$ cat src/rtl/z16_mem_arbiter.sv
// Two-port data-memory arbiter: CPU port 0 has fixed priority, a starvation counter guarantees
// debug port 1 progress, and port 1 may lock the memory for bursts. Reads return one cycle later.
module z16_mem_arbiter #(
  parameter int unsigned ADDR_W   = 16,
  parameter int unsigned DATA_W   = 16,
  parameter int unsigned MAX_WAIT = 4
) (
  input  logic              i_clk,
  input  logic              i_rst,
  input  logic              i_p0_req,
  input  logic              i_p0_wen,
  input  logic [ADDR_W-1:0] i_p0_addr,
  input  logic [DATA_W-1:0] i_p0_wdata,
  output logic              o_p0_gnt,
  output logic              o_p0_rvalid,
  output logic [DATA_W-1:0] o_p0_rdata,
  input  logic              i_p1_req,
  input  logic              i_p1_wen,
  input  logic [ADDR_W-1:0] i_p1_addr,
  input  logic [DATA_W-1:0] i_p1_wdata,
  input  logic              i_p1_lock,
  output logic              o_p1_gnt,
  output logic              o_p1_rvalid,
  output logic [DATA_W-1:0] o_p1_rdata,
  output logic [ADDR_W-1:0] o_mem_addr,
  output logic              o_mem_wen,
  output logic [DATA_W-1:0] o_mem_wdata,
  input  logic [DATA_W-1:0] i_mem_rdata,
  output logic              o_locked
);

  localparam int unsigned WaitW = $clog2(MAX_WAIT + 1);
  localparam logic [WaitW-1:0] WaitMax = WaitW'(MAX_WAIT);

  typedef enum logic {StOpen, StLock} state_e;

  state_e            state_q, state_d;
  logic [WaitW-1:0]  wait_q, wait_d;
  logic              p0_rvalid_q, p0_rvalid_d;
  logic              p1_rvalid_q, p1_rvalid_d;
  logic [DATA_W-1:0] p0_rdata_q, p0_rdata_d;
  logic [DATA_W-1:0] p1_rdata_q, p1_rdata_d;
  logic              p0_gnt, p1_gnt;

  // Grant decode; reset suppresses all grants so no access reaches memory during reset.
  always_comb begin
    p0_gnt = 1'b0;
    p1_gnt = 1'b0;
    if (!i_rst) begin
      if (state_q == StLock) begin
        if (i_p1_req) begin
          p1_gnt = 1'b1;
        end else begin
          p0_gnt = i_p0_req;
        end
      end else if (i_p1_req && (wait_q == WaitMax)) begin
        p1_gnt = 1'b1;
      end else if (i_p0_req) begin
        p0_gnt = 1'b1;
      end else begin
        p1_gnt = i_p1_req;
      end
    end
  end

  always_comb begin
    o_mem_addr  = '0;
    o_mem_wdata = '0;
    o_mem_wen   = 1'b0;
    if (p0_gnt) begin
      o_mem_addr  = i_p0_addr;
      o_mem_wdata = i_p0_wdata;
      o_mem_wen   = i_p0_wen;
    end else if (p1_gnt) begin
      o_mem_addr  = i_p1_addr;
      o_mem_wdata = i_p1_wdata;
      o_mem_wen   = i_p1_wen;
    end
  end

  always_comb begin
    state_d     = state_q;
    wait_d      = '0;
    p0_rvalid_d = p0_gnt && !i_p0_wen;
    p1_rvalid_d = p1_gnt && !i_p1_wen;
    p0_rdata_d  = p0_rvalid_d ? i_mem_rdata : p0_rdata_q;
    p1_rdata_d  = p1_rvalid_d ? i_mem_rdata : p1_rdata_q;

    if (i_p1_req && !p1_gnt) begin
      wait_d = (wait_q == WaitMax) ? wait_q : wait_q + WaitW'(1);
    end

    unique case (state_q)
      StOpen: if (p1_gnt && i_p1_lock) state_d = StLock;
      StLock: if (!i_p1_lock || !i_p1_req) state_d = StOpen;
      default: state_d = StOpen;
    endcase
  end

  always_ff @(posedge i_clk) begin
    if (i_rst) begin
      state_q     <= StOpen;
      wait_q      <= '0;
      p0_rvalid_q <= 1'b0;
      p1_rvalid_q <= 1'b0;
      p0_rdata_q  <= '0;
      p1_rdata_q  <= '0;
    end else begin
      state_q     <= state_d;
      wait_q      <= wait_d;
      p0_rvalid_q <= p0_rvalid_d;
      p1_rvalid_q <= p1_rvalid_d;
      p0_rdata_q  <= p0_rdata_d;
      p1_rdata_q  <= p1_rdata_d;
    end
  end

  assign o_p0_gnt    = p0_gnt;
  assign o_p1_gnt    = p1_gnt;
  assign o_p0_rvalid = p0_rvalid_q;
  assign o_p1_rvalid = p1_rvalid_q;
  assign o_p0_rdata  = p0_rdata_q;
  assign o_p1_rdata  = p1_rdata_q;
  assign o_locked    = (state_q == StLock);

endmodule

$ cat config.mk
export PLATFORM = sky130hd
export DESIGN_NAME = z16_mem_arbiter
export DESIGN_NICKNAME = d
export VERILOG_FILES = /design/src/rtl/z16_mem_arbiter.sv
export SDC_FILE = /design/constraint.sdc
export NUM_CORES = 1
export LEC_CHECK = 0
export ABC_AREA = 1
export CORE_MARGIN = 10
export CORE_UTILIZATION = 39
export CTS_BUF_LIST = sky130_fd_sc_hd__clkbuf_8
export CTS_CLUSTER_SIZE = 40
export DETAILED_ROUTE_END_ITERATION = 8
export PLACE_DENSITY_LB_ADDON = 0.1
export SLEW_MARGIN = 0
export SYNTH_ARGS = -nofsm -noshare
export SYNTH_HDL_FRONTEND = slang
export SYNTH_SLANG_ARGS = --single-unit
$ cat constraint.sdc
create_clock -name i_clk -period 2.3 [get_ports i_clk]
set_input_delay 0.23 -clock i_clk [delete_from_list [all_inputs] [get_ports i_clk]]
set_output_delay 0.23 -clock i_clk [all_outputs]
set_load 0.1 [all_outputs]
== Word-level counts from Yosys, hierarchy flattened ==
Cells that the tools add are included.
W data, S select, Z words.

* Register bits: 38
* Bits of input ports: 87
* Output and inout port bits: 70
* Logic and storage cells: 41

* Equality and inequality tests: 1
* Mux-type cells: 19
* Bitwise operators: 2
* Add/subtract/negate cells: 1
* Reductions and logical operators: 12

{| class="wikitable"
|+ Operators by type and width
! kind !! count
|-
| $mux W16 || 4
|-
| $mux W1 || 14
|-
| $logic_and A1 B1 Y1 || 5
|-
| $logic_not A1 Y1 || 5
|-
| $add A3 B1 Y3 const B || 1
|-
| $eq A3 B3 Y1 const B || 1
|-
| $not A1 Y1 || 2
|-
| $pmux W1 S2 || 1
|-
| $reduce_or A2 Y1 || 1
|-
| $logic_or A1 B1 Y1 || 1
|}

== Logic depth before layout (Yosys ltp) ==
Gate-level depths: netlist (run 1).

* Depth in word-level cells: 9
* Depth in mapped cells: 10
* Depth with buffers taken out: 9

== Worst setup path after synthesis (run 1) ==
Ideal clock, no wire load.

* Kind: reg2out
* From: reg state_q, in the netlist o_locked
* To: out o_mem_wen
* Arrival time: 3.471 ns
* Path slack: -1.401 ns
* Path buffers: 0
* Cell stages (with the launch flop): 5
* Data required time: 2.070 ns
* Cell sequence: dfxtp_1 > inv_1 > nand3_2 > nand2_1 > o21ai_0

* Longest elaborated chain between the ends: 4
* Elaborated cells between the ends (all ways): 6
* Those cells by class: 6 x mux

{| class="wikitable"
|+ RTL lines
! item !! RTL line !! source
|-
| start, declared || 37 || <nowiki>state_e state_q, state_d;</nowiki>
|-
| start signal, assigned || 102 || <nowiki>state_q <= StOpen;</nowiki>
|-
| start signal, assigned || 109 || <nowiki>state_q <= state_d;</nowiki>
|-
| $mux W1 || 50 || <nowiki>if (state_q == StLock) begin</nowiki>
|-
| $mux W1 || 49 || <nowiki>if (!i_rst) begin</nowiki>
|-
| $mux W1 || 74 || <nowiki>end else if (p1_gnt) begin</nowiki>
|-
| $mux W1 * || 70 || <nowiki>if (p0_gnt) begin</nowiki>
|-
| end, declared || 26 || <nowiki>output logic o_mem_wen,</nowiki>
|}

Every way passes the cells marked *; elsewhere a longest branch is shown, timed or not.

== Worst setup path after layout (run 1) ==
* From: reg wait_q[0]
* To: out o_mem_wdata[0]

* Longest elaborated chain between the ends: 7
* Elaborated cells between the ends (all ways): 10
* Those cells by class: 1 x eq/ne; 8 x mux; 1 x reduce/logical

{| class="wikitable"
|+ RTL lines
! item !! RTL line !! source
|-
| start, declared || 38 || <nowiki>logic [WaitW-1:0] wait_q, wait_d;</nowiki>
|-
| start signal, assigned || 110 || <nowiki>wait_q <= wait_d;</nowiki>
|-
| $eq A3 B3 Y1 * || 56 || <nowiki>end else if (i_p1_req && (wait_q == WaitMax)) begin</nowiki>
|-
| $logic_and A1 B1 Y1 * || 56 ||
|-
| $mux W1 || 56 ||
|-
| $mux W1 || 50 ||
|-
| $mux W1 || 49 ||
|-
| $mux W16 || 74 ||
|-
| $mux W16 * || 70 ||
|-
| end, declared || 27 || <nowiki>output logic [DATA_W-1:0] o_mem_wdata,</nowiki>
|}

Marks and branches as above.

==> flow_summary.json, run 1 <==
{
  "finalHoldViolations": 0,
  "syn_nets": 467,
  "start_util_pct": 40.7,
  "slew_viol_final": 0,
  "cts.htree.levels": 2,
  "setup.worst_path.start_class": "register",
  "netlist_instances": 378,
  "hpwl_um": 7980,
  "leakage_nw": 2.19,
  "dieArea_um2": 9260,
  "p_switching_w": 0.000963,
  "fin_crit_sh_pct": 92.9,
  "syn_avg_cell_area_um2": 5.99,
  "synth_top_area_share_pct": 33.6,
  "slowest_delay_ns": 0.34,
  "peakVddDrop_mv": 0.444,
  "postLayoutSetupSlackWorst_ns": 0.163,
  "power_frac_seq_pct": 30.9,
  "tritoncts": "built",
  "p_per_area_nw_per_um2": 532,
  "combPwrFrac_pct": 47.9,
  "p_clk_share_pct": 21.2,
  "antennaDiodeCount": 0,
  "relSlewSlack_pct": 59.9,
  "yosys_register_bits": 38,
  "rows": 27,
  "clockRootBuffer": "clkbuf_8",
  "status": "finished clean",
  "switching_share_pct": 42.4,
  "fp.dieW_um": 96.2,
  "crit_top_cell": "nand2_1",
  "gp_congestion": 0.872,
  "rsz0062_at_grt": "false",
  "cp_num_buf_inv": 4,
  "path_cells": "inv_1 -> ha_1 -> nand2_4 -> nand2_2 -> nand2_8 -> nand2_1 -> inv_2 -> clkbuf_16 -> nand2_1 -> nand2_1 -> buf_12",
  "cp_slowest_cell": "dfxtp_1",
  "fmax_mhz": 468,
  "worstPathRequired_ns": 2.07,
  "internal-power_w": 0.00131,
  "fillers": 440,
  "drive_gt1_share_pct": 22.5,
  "fin_skew_ns": 0.00716,
  "synth_top_area_cell": "dfxtp_1",
  "critPathKind": "register to output pin",
  "place_ws_ns": 0.305,
  "synth_area_leaders": "dfxtp_1, nand2_1, inv_1, nor2_1, buf_6",
  "fin_setup_tns_ns": 0,
  "insertion_delay_ns": 0.29,
  "grt_max_degree": 35,
  "cp-end-kind": "output pin",
  "yosys_warnings": 0,
  "postLayoutCoreUtil_pct": 76.6,
  "vias": 2713,
  "max_slew.worst_pin.slew_ns": 0.601,
  "die_h_um": 96.2,
  "drc": 0,
  "grt-ovfl-total": 0,
  "wl_um": 9620,
  "multiInputGateArea_um2": 1110,
  "clock-sinks": 38,
  "regArea_um2": 762,
  "routedWlPerCell_um": 15.9,
  "critPathMaxFanout": 17,
  "period_needed_ns": 2.14,
  "setup_viol": 0,
  "grt_pass1_vias": 2610,
  "dr.pass1.iters": 4,
  "worstPathArrival_ns": 1.91,
  "yosysUniqueCellTypes": 23,
  "hold_class": "input pin to register",
  "ys_seq_area_share_pct": 33.6,
  "syn_to_final_growth_pct": 88.5,
  "io_pins": 157,
  "core_area_um2": 5570,
  "antenna_found_initial": 0,
  "final_nets": 621,
  "drt_iter0_drc": 118,
  "cts.clk_slew.worst_paths_ns": 0.07,
  "syn_area_um2": 2270,
  "post_drt_via_cell_ratio": 4.48,
  "grt_pass1_wl_um": 14200,
  "crit_family": "buffers and inverters",
  "ctsLongestPathBuffers": 2,
  "maxCapViolCount": 0,
  "io_buffers": 156,
  "cts_buffers": 5,
  "track_usage_pct": 20.2,
  "ant_nets": 0
}
==> placed cells by master (no fill, tap or decap), types with 2 or more instances in the layout <==
cell type	count
inv_1	70
clkbuf_8	6
nand3_2	2
inv_2	6
buf_12	37
ha_1	2
buf_4	39
nand2_2	19
nand2_1	146
clkdlybuf4s50_1	86
nor2_1	49
nand3_1	2
nor2_2	2
nand4_1	16
a21oi_1	2
dfxtp_1	37
==> through the flow <==
| stage | cell area [um2] | power [W] | std cells | hold slack [ns] |
|---|---|---|---|---|
| after global placement | 4130 | 0.00179 | 595 | 0.481 |
| after detailed placement | 4130 | 0.00180 | 595 | 0.499 |
| after global routing | 4270 | 0.00236 | 605 | 0.478 |
| final | 4270 | 0.00227 | 605 | 0.474 |
| after floorplan | 2290 | 0.00138 | 378 | 0.335 |
| after CTS | 4230 | 0.00228 | 603 | 0.466 |
==> worst paths after layout <==
kind | start | endpoint | slack [ns] | cells after the start
worst min register to register | wait_q[1] | wait_q[1] | 0.50 | 2
worst max-delay path | wait_q[0] | o_mem_wdata[0] | 0.16 | 11
worst max register to register | wait_q[0] | o_p1_rdata[1] | 0.57 | 7
worst min-delay path | i_p1_lock | o_locked | 0.47 | 3
==> worst min-delay path, stage by stage <==
cell	delay [ns]
clkdlybuf4s50_1	0.40
inv_1	0.06
nor2_1	0.04
==> per-layer routing <==
| layer | global-route usage [%] | up-vias | routed length [um] |
|---|---|---|---|
| li1 | - | 1394 | - |
| met1 | 21.9 | 1200 | 3730 |
| met2 | 36.3 | 108 | 4840 |
| met3 | 6.69 | 11 | 884 |
| met4 | 5.77 | 0 | 161 |
| met5 | 0 | - | 0 |
==> sequential cells by signal, summed over array words and instances (netlist names) <==
signal / count
o_p0_rvalid: 1
o_locked: 1
wait_q: 3
o_p0_rdata: 16
o_p1_rdata: 16
o_p1_rvalid: 1
==> cell usage after synthesis <==
| cell type | number |
|---|---|
| inv_1 | 70 |
| ha_1 | 2 |
| nand3_2 | 2 |
| clkinv_1 | 1 |
| inv_2 | 6 |
| a21oi_1 | 2 |
| dfxtp_1 | 38 |
| nand2_4 | 2 |
| buf_4 | 1 |
| nor2_2 | 2 |
| nand3_1 | 2 |
| buf_6 | 9 |
| nand2_1 | 155 |
| nor2_4 | 1 |
| xor2_1 | 1 |
| nand4_1 | 16 |
| nor2_1 | 49 |
| nand3_4 | 1 |
| clkbuf_1 | 2 |
| nand2_2 | 10 |
| o21ai_0 | 1 |
| buf_2 | 4 |
| xnor2_1 | 1 |
==> what timing repair did <==
item                       CTS  global route
resized for setup            0             1
setup buffers                0             1
setup endpoints to repair    0            33
hold buffers                 0             0
==> power by group through the flow <==
stage | clock network (W) | registers (W) | logic [W]
after floorplan | 0 | 0.000917 | 0.000459
final | 0.000481 | 0.000702 | 0.00109
after detailed placement | 0 | 0.000718 | 0.00108
after global placement | 0 | 0.000716 | 0.00107
after global routing | 0.000520 | 0.000705 | 0.00114
after CTS | 0.000495 | 0.000702 | 0.00109
==> logic make-up (layout without fill, tap and decap cells) <==
family,after synthesis,count (layout),share of synthesized area (%)
AOI/OAI and AO/OA,3,3,0.662
and+or+nand+nor,240,240,45.1
xor gates and xnor gates,2,2,0.773
DFF,38,38,33.6
buffers and inverters,93,248,18.8
adders and majority gates,2,2,1.10
==> layout make-up <==
type | instances | area share [%]
clock buffers | 6 | 1.93
clock inverters | 2 | 0.293
inverters | 77 | 6.77
multi-input cells | 247 | 26.1
flip-flops and latches | 38 | 17.8
well taps | 72 | 2.11
repair buffers | 163 | 44.9
(Power assumes the default switching activity.)
==> inputs of run 2 (changes only) <==
SETUP_SLACK_MARGIN = 0.05   (was unset)
==> flow_summary.json, run 2 (synthesis results as in run 1) <==
{
  "hpwl_um": 7980,
  "grt_max_degree": 35,
  "cts.clk_slew.worst_paths_ns": 0.07,
  "drt_iter0_drc": 107,
  "post_drt_via_cell_ratio": 4.51,
  "crit_start": "wait_q[0]",
  "core_area_um2": 5570,
  "max_slew.worst_pin.slew_ns": 0.603,
  "final_cell_mix": "nand2_1, clkdlybuf4s50_1, inv_1, nor2_1, buf_4",
  "cts.htree.levels": 2,
  "leakage_nw": 2.20,
  "p_per_area_nw_per_um2": 529,
  "vias": 2735,
  "fp.dieW_um": 96.2,
  "regToRegSetupSlack_ns": 0.59,
  "grt-ovfl-total": 0,
  "final_common_cell": "nand2_1",
  "final_nets": 622,
  "fin_crit_sh_pct": 91.5,
  "ctsHoldBuffers": 0,
  "worstHoldStart": "i_p1_lock",
  "start_util_pct": 40.7,
  "worstReg2RegStart": "wait_q[0]",
  "cp-end-kind": "output pin",
  "track_usage_pct": 20.2,
  "ant_nets": 0,
  "syn_to_final_growth_pct": 89.7,
  "hold_class": "input pin to register",
  "r2r_cells": 7,
  "drc": 0,
  "slew_viol_final": 0,
  "wl_met2_um": 4880,
  "grt_pass1_vias": 2614,
  "drive_gt1_share_pct": 22.8,
  "insertion_delay_ns": 0.29,
  "antenna_found_initial": 0,
  "ctsLongestPathBuffers": 2,
  "fin_setup_tns_ns": 0,
  "die_h_um": 96.2,
  "critPathMaxFanout": 16,
  "period_needed_ns": 2.10,
  "maxCapViolCount": 0,
  "setup_viol": 0,
  "cts_buffers": 5,
  "reg2reg_to": "o_p1_rdata[1]",
  "clock-sinks": 38,
  "critPathKind": "register to output pin",
  "peakVddDrop_mv": 0.445,
  "crit_end": "o_mem_wdata[7]",
  "relSlewSlack_pct": 59.7,
  "finalHoldViolations": 0,
  "dr.pass1.iters": 4,
  "clockRootBuffer": "clkbuf_8",
  "fillers": 436,
  "rsz0062_at_grt": "false",
  "antennaDiodeCount": 0,
  "worstPathArrival_ns": 1.87,
  "io_pins": 157,
  "fmax_mhz": 475,
  "worstPathRequired_ns": 2.07,
  "tritoncts": "built",
  "routedWlPerCell_um": 16.1,
  "grt_pass1_wl_um": 14200,
  "status": "finished clean",
  "p_total_w": 0.00228,
  "io_buffers": 156,
  "drt-met1-wl_um": 3690,
  "rows": 27,
  "setup.worst_path.start_class": "register",
  "gp_congestion": 0.872,
  "top_layer": "met4",
  "wl_um": 9730,
  "fin_skew_ns": 0.00628,
  "dieArea_um2": 9260,
  "dr_wl_met3_um": 936
}
[run 2: worst min-delay path by stage]
stage / to / slack (ns) / cells past startpoint
after floorplan: o_locked / 0.33 / 2
after global placement: wait_q[1] / 0.48 / 2
after detailed placement: wait_q[1] / 0.50 / 2
after CTS: o_locked / 0.47 / 3
after global routing: o_locked / 0.48 / 3
final: o_locked / 0.47 / 3
[run 2: metal layers]
| layer | track usage [%] | vias up |
|---|---|---|
| met5 | 0 | - |
| met4 | 5.77 | 0 |
| met3 | 6.69 | 15 |
| met2 | 36.6 | 107 |
| met1 | 21.6 | 1218 |
| li1 | - | 1395 |
[run 2: repair_timing]
action	4_1_cts	5_1_grt
gates resized for setup	1	1
buffers inserted	0	1
gates cloned	0	2
hold endpoints to repair	0	0
setup endpoints to repair	31	33
[run 2: area by class of cell]
class / count / area, um2 / area share, %
clock buffers: 6 / 82.6 / 1.92
clock inverters: 2 / 12.5 / 0.291
inverters: 77 / 289 / 6.72
multi-input cells: 247 / 1120 / 26.0
flip-flops and latches: 38 / 762 / 17.7
well taps: 72 / 90.1 / 2.10
repair buffers: 164 / 1940 / 45.2
[run 2: worst max-delay path, stage by stage, from the launching register on]
cell	delay, ns
dfxtp_1	0.32
inv_1	0.09
ha_2	0.22
nand2_4	0.08
nand3_2	0.09
nand2_1	0.11
inv_2	0.13
clkbuf_16	0.19
nand2_1	0.06
nand2_1	0.11
buf_12	0.18
[run 2: power by group]
part	switching, W	internal, W	leakage, nW
clock network	0.000239	0.000241	0.0472
logic	0.000709	0.000384	1.85
registers	0.0000148	0.000687	0.310
total	0.000964	0.00131	2.20
[run 2: through the flow]
step / instance area, um2 / util [%] / setup WS (ns) / hold WS, ns / std cells
after floorplan: 2290 / - / 0.120 / 0.335 / 378
after global placement: 4130 / 74.2 / 0.367 / 0.481 / 595
after detailed placement: 4130 / 74.2 / 0.305 / 0.499 / 595
after CTS: 4240 / 76.0 / 0.0373 / 0.466 / 603
after global routing: 4300 / 77.1 / 0.0661 / 0.478 / 606
final: 4300 / 77.1 / 0.195 / 0.474 / 606
